===== src/rtl/rv_instr_encoder_if.sv =====
// Bus for rv_instr_encoder: input field channel, output word channel,
// start control and error flags. The master drives fields and out_ready;
// the slave (the encoder) drives in_ready, the output word and error flags.
interface rv_instr_encoder_if #(
  parameter int ADDR_W = 32
);
  logic              start;
  logic              in_valid;
  logic              in_ready;
  logic [3:0]        in_class;
  logic [2:0]        in_funct3;
  logic              in_alt;
  logic [4:0]        in_rd;
  logic [4:0]        in_rs1;
  logic [4:0]        in_rs2;
  logic [31:0]       in_imm;
  logic              out_valid;
  logic              out_ready;
  logic [31:0]       out_instr;
  logic [ADDR_W-1:0] out_addr;
  logic              err_pulse;
  logic              err_sticky;

  modport master (
    output start, in_valid, in_class, in_funct3, in_alt, in_rd, in_rs1, in_rs2,
           in_imm, out_ready,
    input  in_ready, out_valid, out_instr, out_addr, err_pulse, err_sticky
  );

  modport slave (
    input  start, in_valid, in_class, in_funct3, in_alt, in_rd, in_rs1, in_rs2,
           in_imm, out_ready,
    output in_ready, out_valid, out_instr, out_addr, err_pulse, err_sticky
  );
endinterface


===== src/rtl/rv_instr_encoder.sv =====
// rv_instr_encoder: packs RV32I fields into a 32-bit instruction word behind a
// one-deep registered output stage, checks immediate ranges / field legality,
// and tags each word with an auto-incrementing byte address.
// Optional feature macro: RV_ENC_ILLEGAL_AS_NOP_EN -- when defined, a rejected
// input emits a NOP (32'h0000_0013) that consumes an address slot.
//
// Handshake (both channels): a transfer happens on a rising edge where
// valid && ready are both high; valid never depends on ready, and a raised
// out_valid holds with stable out_instr/out_addr until out_ready is seen.
module rv_instr_encoder #(
  parameter int                ADDR_W    = 32,
  parameter logic [ADDR_W-1:0] BASE_ADDR = '0
) (
  input logic             clk,
  input logic             rst,
  rv_instr_encoder_if.slave bus
);
  localparam logic [6:0]  OP_R      = 7'b0110011;
  localparam logic [6:0]  OP_I      = 7'b0010011;
  localparam logic [6:0]  OP_LOAD   = 7'b0000011;
  localparam logic [6:0]  OP_STORE  = 7'b0100011;
  localparam logic [6:0]  OP_BRANCH = 7'b1100011;
  localparam logic [6:0]  OP_JAL    = 7'b1101111;
  localparam logic [6:0]  OP_JALR   = 7'b1100111;
  localparam logic [6:0]  OP_AUIPC  = 7'b0010111;
  localparam logic [6:0]  OP_LUI    = 7'b0110111;
  localparam logic [31:0] NOP_INSTR = 32'h0000_0013;

  logic              out_valid_q, out_valid_d;
  logic [31:0]       out_instr_q, out_instr_d;
  logic [ADDR_W-1:0] addr_q, addr_d;
  logic              base_pend_q, base_pend_d;  // next drained word restarts at BASE_ADDR
  logic              err_pulse_q, err_pulse_d;
  logic              err_sticky_q, err_sticky_d;

  logic        accept, drain, emit;
  logic [31:0] enc;
  logic        legal;
  logic [31:0] imm;
  logic [2:0]  f3;
  logic        imm12_ok, imm13_ok, imm21_ok, shamt_ok;

  assign imm = bus.in_imm;
  assign f3  = bus.in_funct3;

  // Signed-range checks: the bits above the field must all equal the sign bit.
  assign imm12_ok = (imm[31:11] == {21{imm[31]}});
  assign imm13_ok = (imm[31:12] == {20{imm[31]}}) && !imm[0];
  assign imm21_ok = (imm[31:20] == {12{imm[31]}}) && !imm[0];
  assign shamt_ok = (imm[31:5] == 27'd0);

  assign bus.in_ready = !out_valid_q || bus.out_ready;
  assign accept       = bus.in_valid && bus.in_ready;
  assign drain        = out_valid_q && bus.out_ready;

  // Field packing and legality check for the presented input.
  always_comb begin
    enc   = '0;
    legal = 1'b1;
    case (bus.in_class)
      4'd0: begin
        enc   = {1'b0, bus.in_alt, 5'd0, bus.in_rs2, bus.in_rs1, f3, bus.in_rd, OP_R};
        legal = !bus.in_alt || (f3 == 3'b000) || (f3 == 3'b101);
      end
      4'd1: begin
        if (f3 == 3'b001 || f3 == 3'b101) begin
          enc   = {1'b0, bus.in_alt, 5'd0, imm[4:0], bus.in_rs1, f3, bus.in_rd, OP_I};
          legal = shamt_ok && (!bus.in_alt || f3 == 3'b101);
        end else begin
          enc   = {imm[11:0], bus.in_rs1, f3, bus.in_rd, OP_I};
          legal = imm12_ok && !bus.in_alt;
        end
      end
      4'd2: begin
        enc   = {imm[11:0], bus.in_rs1, f3, bus.in_rd, OP_LOAD};
        legal = imm12_ok && (f3 != 3'b011) && (f3 != 3'b110) && (f3 != 3'b111);
      end
      4'd3: begin
        enc   = {imm[11:5], bus.in_rs2, bus.in_rs1, f3, imm[4:0], OP_STORE};
        legal = imm12_ok && (f3 <= 3'b010);
      end
      4'd4: begin
        enc   = {imm[12], imm[10:5], bus.in_rs2, bus.in_rs1, f3, imm[4:1], imm[11], OP_BRANCH};
        legal = imm13_ok && (f3 != 3'b010) && (f3 != 3'b011);
      end
      4'd5: begin
        enc   = {imm[20], imm[10:1], imm[11], imm[19:12], bus.in_rd, OP_JAL};
        legal = imm21_ok;
      end
      4'd6: begin
        enc   = {imm[11:0], bus.in_rs1, f3, bus.in_rd, OP_JALR};
        legal = imm12_ok && (f3 == 3'b000);
      end
      4'd7: begin
        enc   = {imm[31:12], bus.in_rd, OP_AUIPC};
        legal = (imm[11:0] == 12'd0);
      end
      4'd8: begin
        enc   = {imm[31:12], bus.in_rd, OP_LUI};
        legal = (imm[11:0] == 12'd0);
      end
      default: begin
        enc   = '0;
        legal = 1'b0;
      end
    endcase
  end

  // Output stage next state: a new word replaces the held one without a bubble.
  always_comb begin
`ifdef RV_ENC_ILLEGAL_AS_NOP_EN
    emit        = accept;
    out_instr_d = out_instr_q;
    if (accept) out_instr_d = legal ? enc : NOP_INSTR;
`else
    emit        = accept && legal;
    out_instr_d = out_instr_q;
    if (emit) out_instr_d = enc;
`endif
    if (emit)       out_valid_d = 1'b1;
    else if (drain) out_valid_d = 1'b0;
    else            out_valid_d = out_valid_q;
    err_pulse_d  = accept && !legal;
    err_sticky_d = err_pulse_d || (err_sticky_q && !bus.start);
  end

  // Address next state: start beats increment; a held word keeps its address.
  always_comb begin
    addr_d      = addr_q;
    base_pend_d = base_pend_q;
    if (bus.start) begin
      if (out_valid_q && !drain) begin
        base_pend_d = 1'b1;
      end else begin
        addr_d      = BASE_ADDR;
        base_pend_d = 1'b0;
      end
    end else if (drain) begin
      addr_d      = base_pend_q ? BASE_ADDR : addr_q + ADDR_W'(4);
      base_pend_d = 1'b0;
    end
  end

  // State registers; reset discards any held word.
  always_ff @(posedge clk or posedge rst) begin
    if (rst) begin
      out_valid_q  <= 1'b0;
      out_instr_q  <= '0;
      addr_q       <= BASE_ADDR;
      base_pend_q  <= 1'b0;
      err_pulse_q  <= 1'b0;
      err_sticky_q <= 1'b0;
    end else begin
      out_valid_q  <= out_valid_d;
      out_instr_q  <= out_instr_d;
      addr_q       <= addr_d;
      base_pend_q  <= base_pend_d;
      err_pulse_q  <= err_pulse_d;
      err_sticky_q <= err_sticky_d;
    end
  end

  assign bus.out_valid  = out_valid_q;
  assign bus.out_instr  = out_instr_q;
  assign bus.out_addr   = addr_q;
  assign bus.err_pulse  = err_pulse_q;
  assign bus.err_sticky = err_sticky_q;
endmodule

===== src/flat_wrapper.sv =====
// flat-port wrapper written by rule: the top's interface ports become plain ports
module rv_instr_encoder_flat 
#(
  parameter int                ADDR_W    = 32,
  parameter logic [ADDR_W-1:0] BASE_ADDR = '0
)
  (clk, rst, bus_start, bus_in_valid, bus_in_class, bus_in_funct3, bus_in_alt, bus_in_rd, bus_in_rs1, bus_in_rs2, bus_in_imm, bus_out_ready, bus_in_ready, bus_out_valid, bus_out_instr, bus_out_addr, bus_err_pulse, bus_err_sticky);
  rv_instr_encoder_if #(.ADDR_W(ADDR_W)) bus_i ();
  input logic clk;
  input logic rst;
  input wire logic [$bits(bus_i.start)-1:0] bus_start;
  input wire logic [$bits(bus_i.in_valid)-1:0] bus_in_valid;
  input wire logic [$bits(bus_i.in_class)-1:0] bus_in_class;
  input wire logic [$bits(bus_i.in_funct3)-1:0] bus_in_funct3;
  input wire logic [$bits(bus_i.in_alt)-1:0] bus_in_alt;
  input wire logic [$bits(bus_i.in_rd)-1:0] bus_in_rd;
  input wire logic [$bits(bus_i.in_rs1)-1:0] bus_in_rs1;
  input wire logic [$bits(bus_i.in_rs2)-1:0] bus_in_rs2;
  input wire logic [$bits(bus_i.in_imm)-1:0] bus_in_imm;
  input wire logic [$bits(bus_i.out_ready)-1:0] bus_out_ready;
  output wire logic [$bits(bus_i.in_ready)-1:0] bus_in_ready;
  output wire logic [$bits(bus_i.out_valid)-1:0] bus_out_valid;
  output wire logic [$bits(bus_i.out_instr)-1:0] bus_out_instr;
  output wire logic [$bits(bus_i.out_addr)-1:0] bus_out_addr;
  output wire logic [$bits(bus_i.err_pulse)-1:0] bus_err_pulse;
  output wire logic [$bits(bus_i.err_sticky)-1:0] bus_err_sticky;
  assign bus_i.start = bus_start;
  assign bus_i.in_valid = bus_in_valid;
  assign bus_i.in_class = bus_in_class;
  assign bus_i.in_funct3 = bus_in_funct3;
  assign bus_i.in_alt = bus_in_alt;
  assign bus_i.in_rd = bus_in_rd;
  assign bus_i.in_rs1 = bus_in_rs1;
  assign bus_i.in_rs2 = bus_in_rs2;
  assign bus_i.in_imm = bus_in_imm;
  assign bus_i.out_ready = bus_out_ready;
  assign bus_in_ready = bus_i.in_ready;
  assign bus_out_valid = bus_i.out_valid;
  assign bus_out_instr = bus_i.out_instr;
  assign bus_out_addr = bus_i.out_addr;
  assign bus_err_pulse = bus_i.err_pulse;
  assign bus_err_sticky = bus_i.err_sticky;
  rv_instr_encoder #(.ADDR_W(ADDR_W), .BASE_ADDR(BASE_ADDR)) u_core (.clk(clk), .rst(rst), .bus(bus_i));
endmodule

===== config.mk =====
export PLATFORM = sky130hd
export DESIGN_NAME = rv_instr_encoder_flat
export DESIGN_NICKNAME = d
export VERILOG_FILES = /design/src/rtl/rv_instr_encoder_if.sv /design/src/rtl/rv_instr_encoder.sv /design/src/flat_wrapper.sv
export SDC_FILE = /design/constraint.sdc
export NUM_CORES = 1
export LEC_CHECK = 0
export BUFFER_PORTS_ARGS = -buffer_cell sky130_fd_sc_hd__buf_2
export CORE_ASPECT_RATIO = 0.7
export CORE_MARGIN = 5
export CORE_UTILIZATION = 52
export DETAILED_ROUTE_END_ITERATION = 8
export PLACE_DENSITY_LB_ADDON = 0.1
export SETUP_SLACK_MARGIN = 0.1
export SYNTH_ARGS = -nofsm -noshare
export SYNTH_HDL_FRONTEND = slang
export SYNTH_SLANG_ARGS = --single-unit
export TNS_END_PERCENT = 5

===== constraint.sdc =====
create_clock -name clk -period 2.9 [get_ports clk]
set_input_delay 0.58 -clock clk [delete_from_list [all_inputs] [get_ports clk]]
set_output_delay 0.58 -clock clk [all_outputs]
set_load 0.05 [all_outputs]

==> summary.md <==
| Metric | Value |
|---|---|
| Status | finished, final reports clean |
| Mapped Cells | 443 |
| Final Power | approximately 3.3 mW |
| Clock Sinks | 65 |
| Ports | 128 |
| Via count | 4198 |
| Syn Area/Cell | 9.278 um^2 |
| CTS tree | yes |
| Final hold slack | 285.5 ps |
| # diodes | 0 |
| Resize count post-CTS | 0 |
| Global Route Usage Sum | 25.81% |
| WL/cell | roughly 18 um |
| DR iter-0 viols | 335 |
| #FFs+latches synth | 65 |
| Seq/Total Area, Yosys | 39.57% |
| CP Class | in2reg |
| Worst Setup End Kind | flip-flop |
| Worst Tran Pin Value | between 500 and 600 ps |
| Rel. slew slack | 59.79% |
| Data arrival, critical path | slightly below 3000 ps |
| Die X-Extent | 116.3 um |
| Post-detail-place hpwl | 9226 um |
| R2r startpoint | u_core.bus.out_addr[2] |
| Synth async-reset ratio | 100.0% |
| Clock Latency Late Sink | 330 ps |
| Hold Path Class | in2async |
| Max FO, Critical Path | 22 |
| CORE AREA | roughly 7800 um^2 |
| Mapped cell area | approximately 4100 um^2 |
| Worst Setup SP | bus_in_imm[14] |
| Final Worst Setup Slack | 209.7 ps |
| Most frequent cells in the layout | buf_2, dfrtp_1, nand2_1, nor2_1, buf_4 |
| Crit path launch type | input port |
| Distinct cell type count after synthesis | 58 |
| GPL Wtd Cong | 0.9982 |
| Max-slew violation count | 0 |
| Final min period | 2690 ps |
| Final Skew | 4.514 ps |
| Area post-placement | 4961 um^2 |
| Htree depth | 3 |
| Post-synth EDFFs | 0 |
| Layout net count | 647 |
| Vias in the first global route | approximately 4.0k |
| Total wire length | 12340 um |
| Pre-CTS WS | -95.31 ps |
| Via density | 6.066 |
| Leak | 2.487 nW |
| Total grt overflow | 0 |
| Cell Pwr Density | 613.1 nW/um^2 |
| IO Port Bufs | ~130 |
| Initial antenna violation count | 0 |
| First-pass GRT wire length | between 20000 and 25000 um |
| Peak supply drop | 396.8 uV |
| Inserted Clock Buffers | 9 |
| MaxCap Viol Count | 0 |
| # DRC | 0 |
| Final Hold Vio Count | 0 |
| Post-Route Setup TNS | 0 ps |
| Ys Warns | 0 |
| Row count | 27 |
| Clk slew on worst S/H paths | roughly 60 ps |
| Synth-to-layout area growth | 29.22% |
| Worst R2R Path Depth | 7 |
| Die Ht | 84.39 um |
| R2R setup slack | 390 ps |
| Most common cell after layout, fill and taps aside | buf_2 |
| Fin crit share | 92.77% |
| Fmax | 0.3717 GHz |
| Drt pass-1 iters | 5 |
| Initial Util | 52.90% |
| RR Endpoint | u_core.bus.out_addr[26] |
| Final setup violating endpoints | 0 |
| Antenna viol nets, final | 0 |
| Worst path required time | between 3000 and 4000 ps |
| Final instance area | 5311 um^2 |
| Layout cells sized above 1 | between 30% and 40% |
| Unrepaired setup endpoints after global routing | yes |
| Die ar. | 9811 um^2 |
| CTS Root Buffer Type | clkbuf_16 |
| Longest Clk Path Bufs | 2 |
| Top FF cell, synth | dfrtp_1 |
| Largest net degree at the start of global routing | 26 |
==> how the worst max path moves through the flow <==
stage,slack [ps],to,cells after the start
2_1_floorplan,390,u_core.bus.out_instr[12],9
3_3_place_gp,10,u_core.bus.out_instr[15],8
6_report,210,u_core.bus.out_instr[29],9
4_1_cts,240,u_core.bus.out_instr[29],9
3_5_place_dp,-100,u_core.bus.out_instr[26],9
5_1_grt,60,u_core.bus.out_instr[30],9
==> cell usage after synthesis, types with 9 or more instances <==
cell type   n  area share, %
nor2b_1    15            2.3
nand3_1    17            2.1
a21oi_1    30            3.7
nor2_1     34            3.1
a2bb2oi_1  14            3.0
or3_1      11            1.7
nand4_1     9            1.4
o22ai_1    11            1.7
clkbuf_1   15            1.4
mux2_4     17            6.2
o21ai_0    21            2.6
nor3_1     15            1.8
dfrtp_1    65             40
xor2_1     13            2.8
a211oi_1   13            2.4
nand2_1    34            3.1
a221oi_1   10            2.1
mux2i_1     9            2.2
==> worst max-delay path: stages <==
cell	delay, ps
buf_2	120
nor4_1	440
and2_1	220
o221ai_1	150
a2111oi_2	380
a211o_2	160
and2b_4	430
buf_4	270
a2bb2oi_1	180
==> logic make-up (layout without fill, tap and decap cells) <==
family          after synthesis  in the layout  synth area share (%)
compound gates              126            126                 21.00
xor+xnor                     17             17                 3.622
fa+ha+maj                     1              1                0.3044
buf+inv                      37            184                 4.627
flops                        65             65                 39.57
mux                          29             29                 9.498
other cells                   1              2               0.09124
simple gates                167            167                 21.28
==> where the power goes <==
group	internal, mW	leakage, nW	switching (mW)	total (mW)
clock network	0.848	0.171	0.430	1.28
registers	1.01	0.860	0.0572	1.06
logic	0.282	1.46	0.632	0.914
==> routing by layer <==
layer  vias up  track usage [%]  part of all wire (%)
li1       1952                -                     -
met1      2001            39.52                    46
met2       228            36.14                    43
met3        17            6.988                    10
met4         0            5.901                   1.1
met5         -                0                     0
==> what timing repair did <==
item	in CTS	in global routing
endpoints found under the setup margin	0	5
hold buffers	0	0
buffers inserted	0	0
==> cell type report <==
class | count | area [um^2]
clock inverters | 7 | 125.1
multi-input cells | 342 | 2297
flip-flops and latches | 65 | 1627
inverters | 10 | 37.54
repair buffers | 158 | 873.3
clock buffers | 9 | 225.2
well taps | 101 | 126.4
fillers | 661 | 2459
==> through the flow <==
step | util [%] | cells
global placement | 63.85 | 676
finish | 68.36 | 692
floorplan | - | 444
CTS | 68.36 | 692
global route | 68.36 | 692
detailed placement | 63.85 | 676
==> registers in the layout, indices dropped and copies added, names as in the netlist <==
name,count
u_core.bus.out_addr,30
u_core.base_pend_q,1
u_core.bus.err_pulse,1
u_core.bus.out_valid,1
u_core.bus.out_instr,31
u_core.bus.err_sticky,1
No activity file was read; power rests on OpenSTA's default activity.
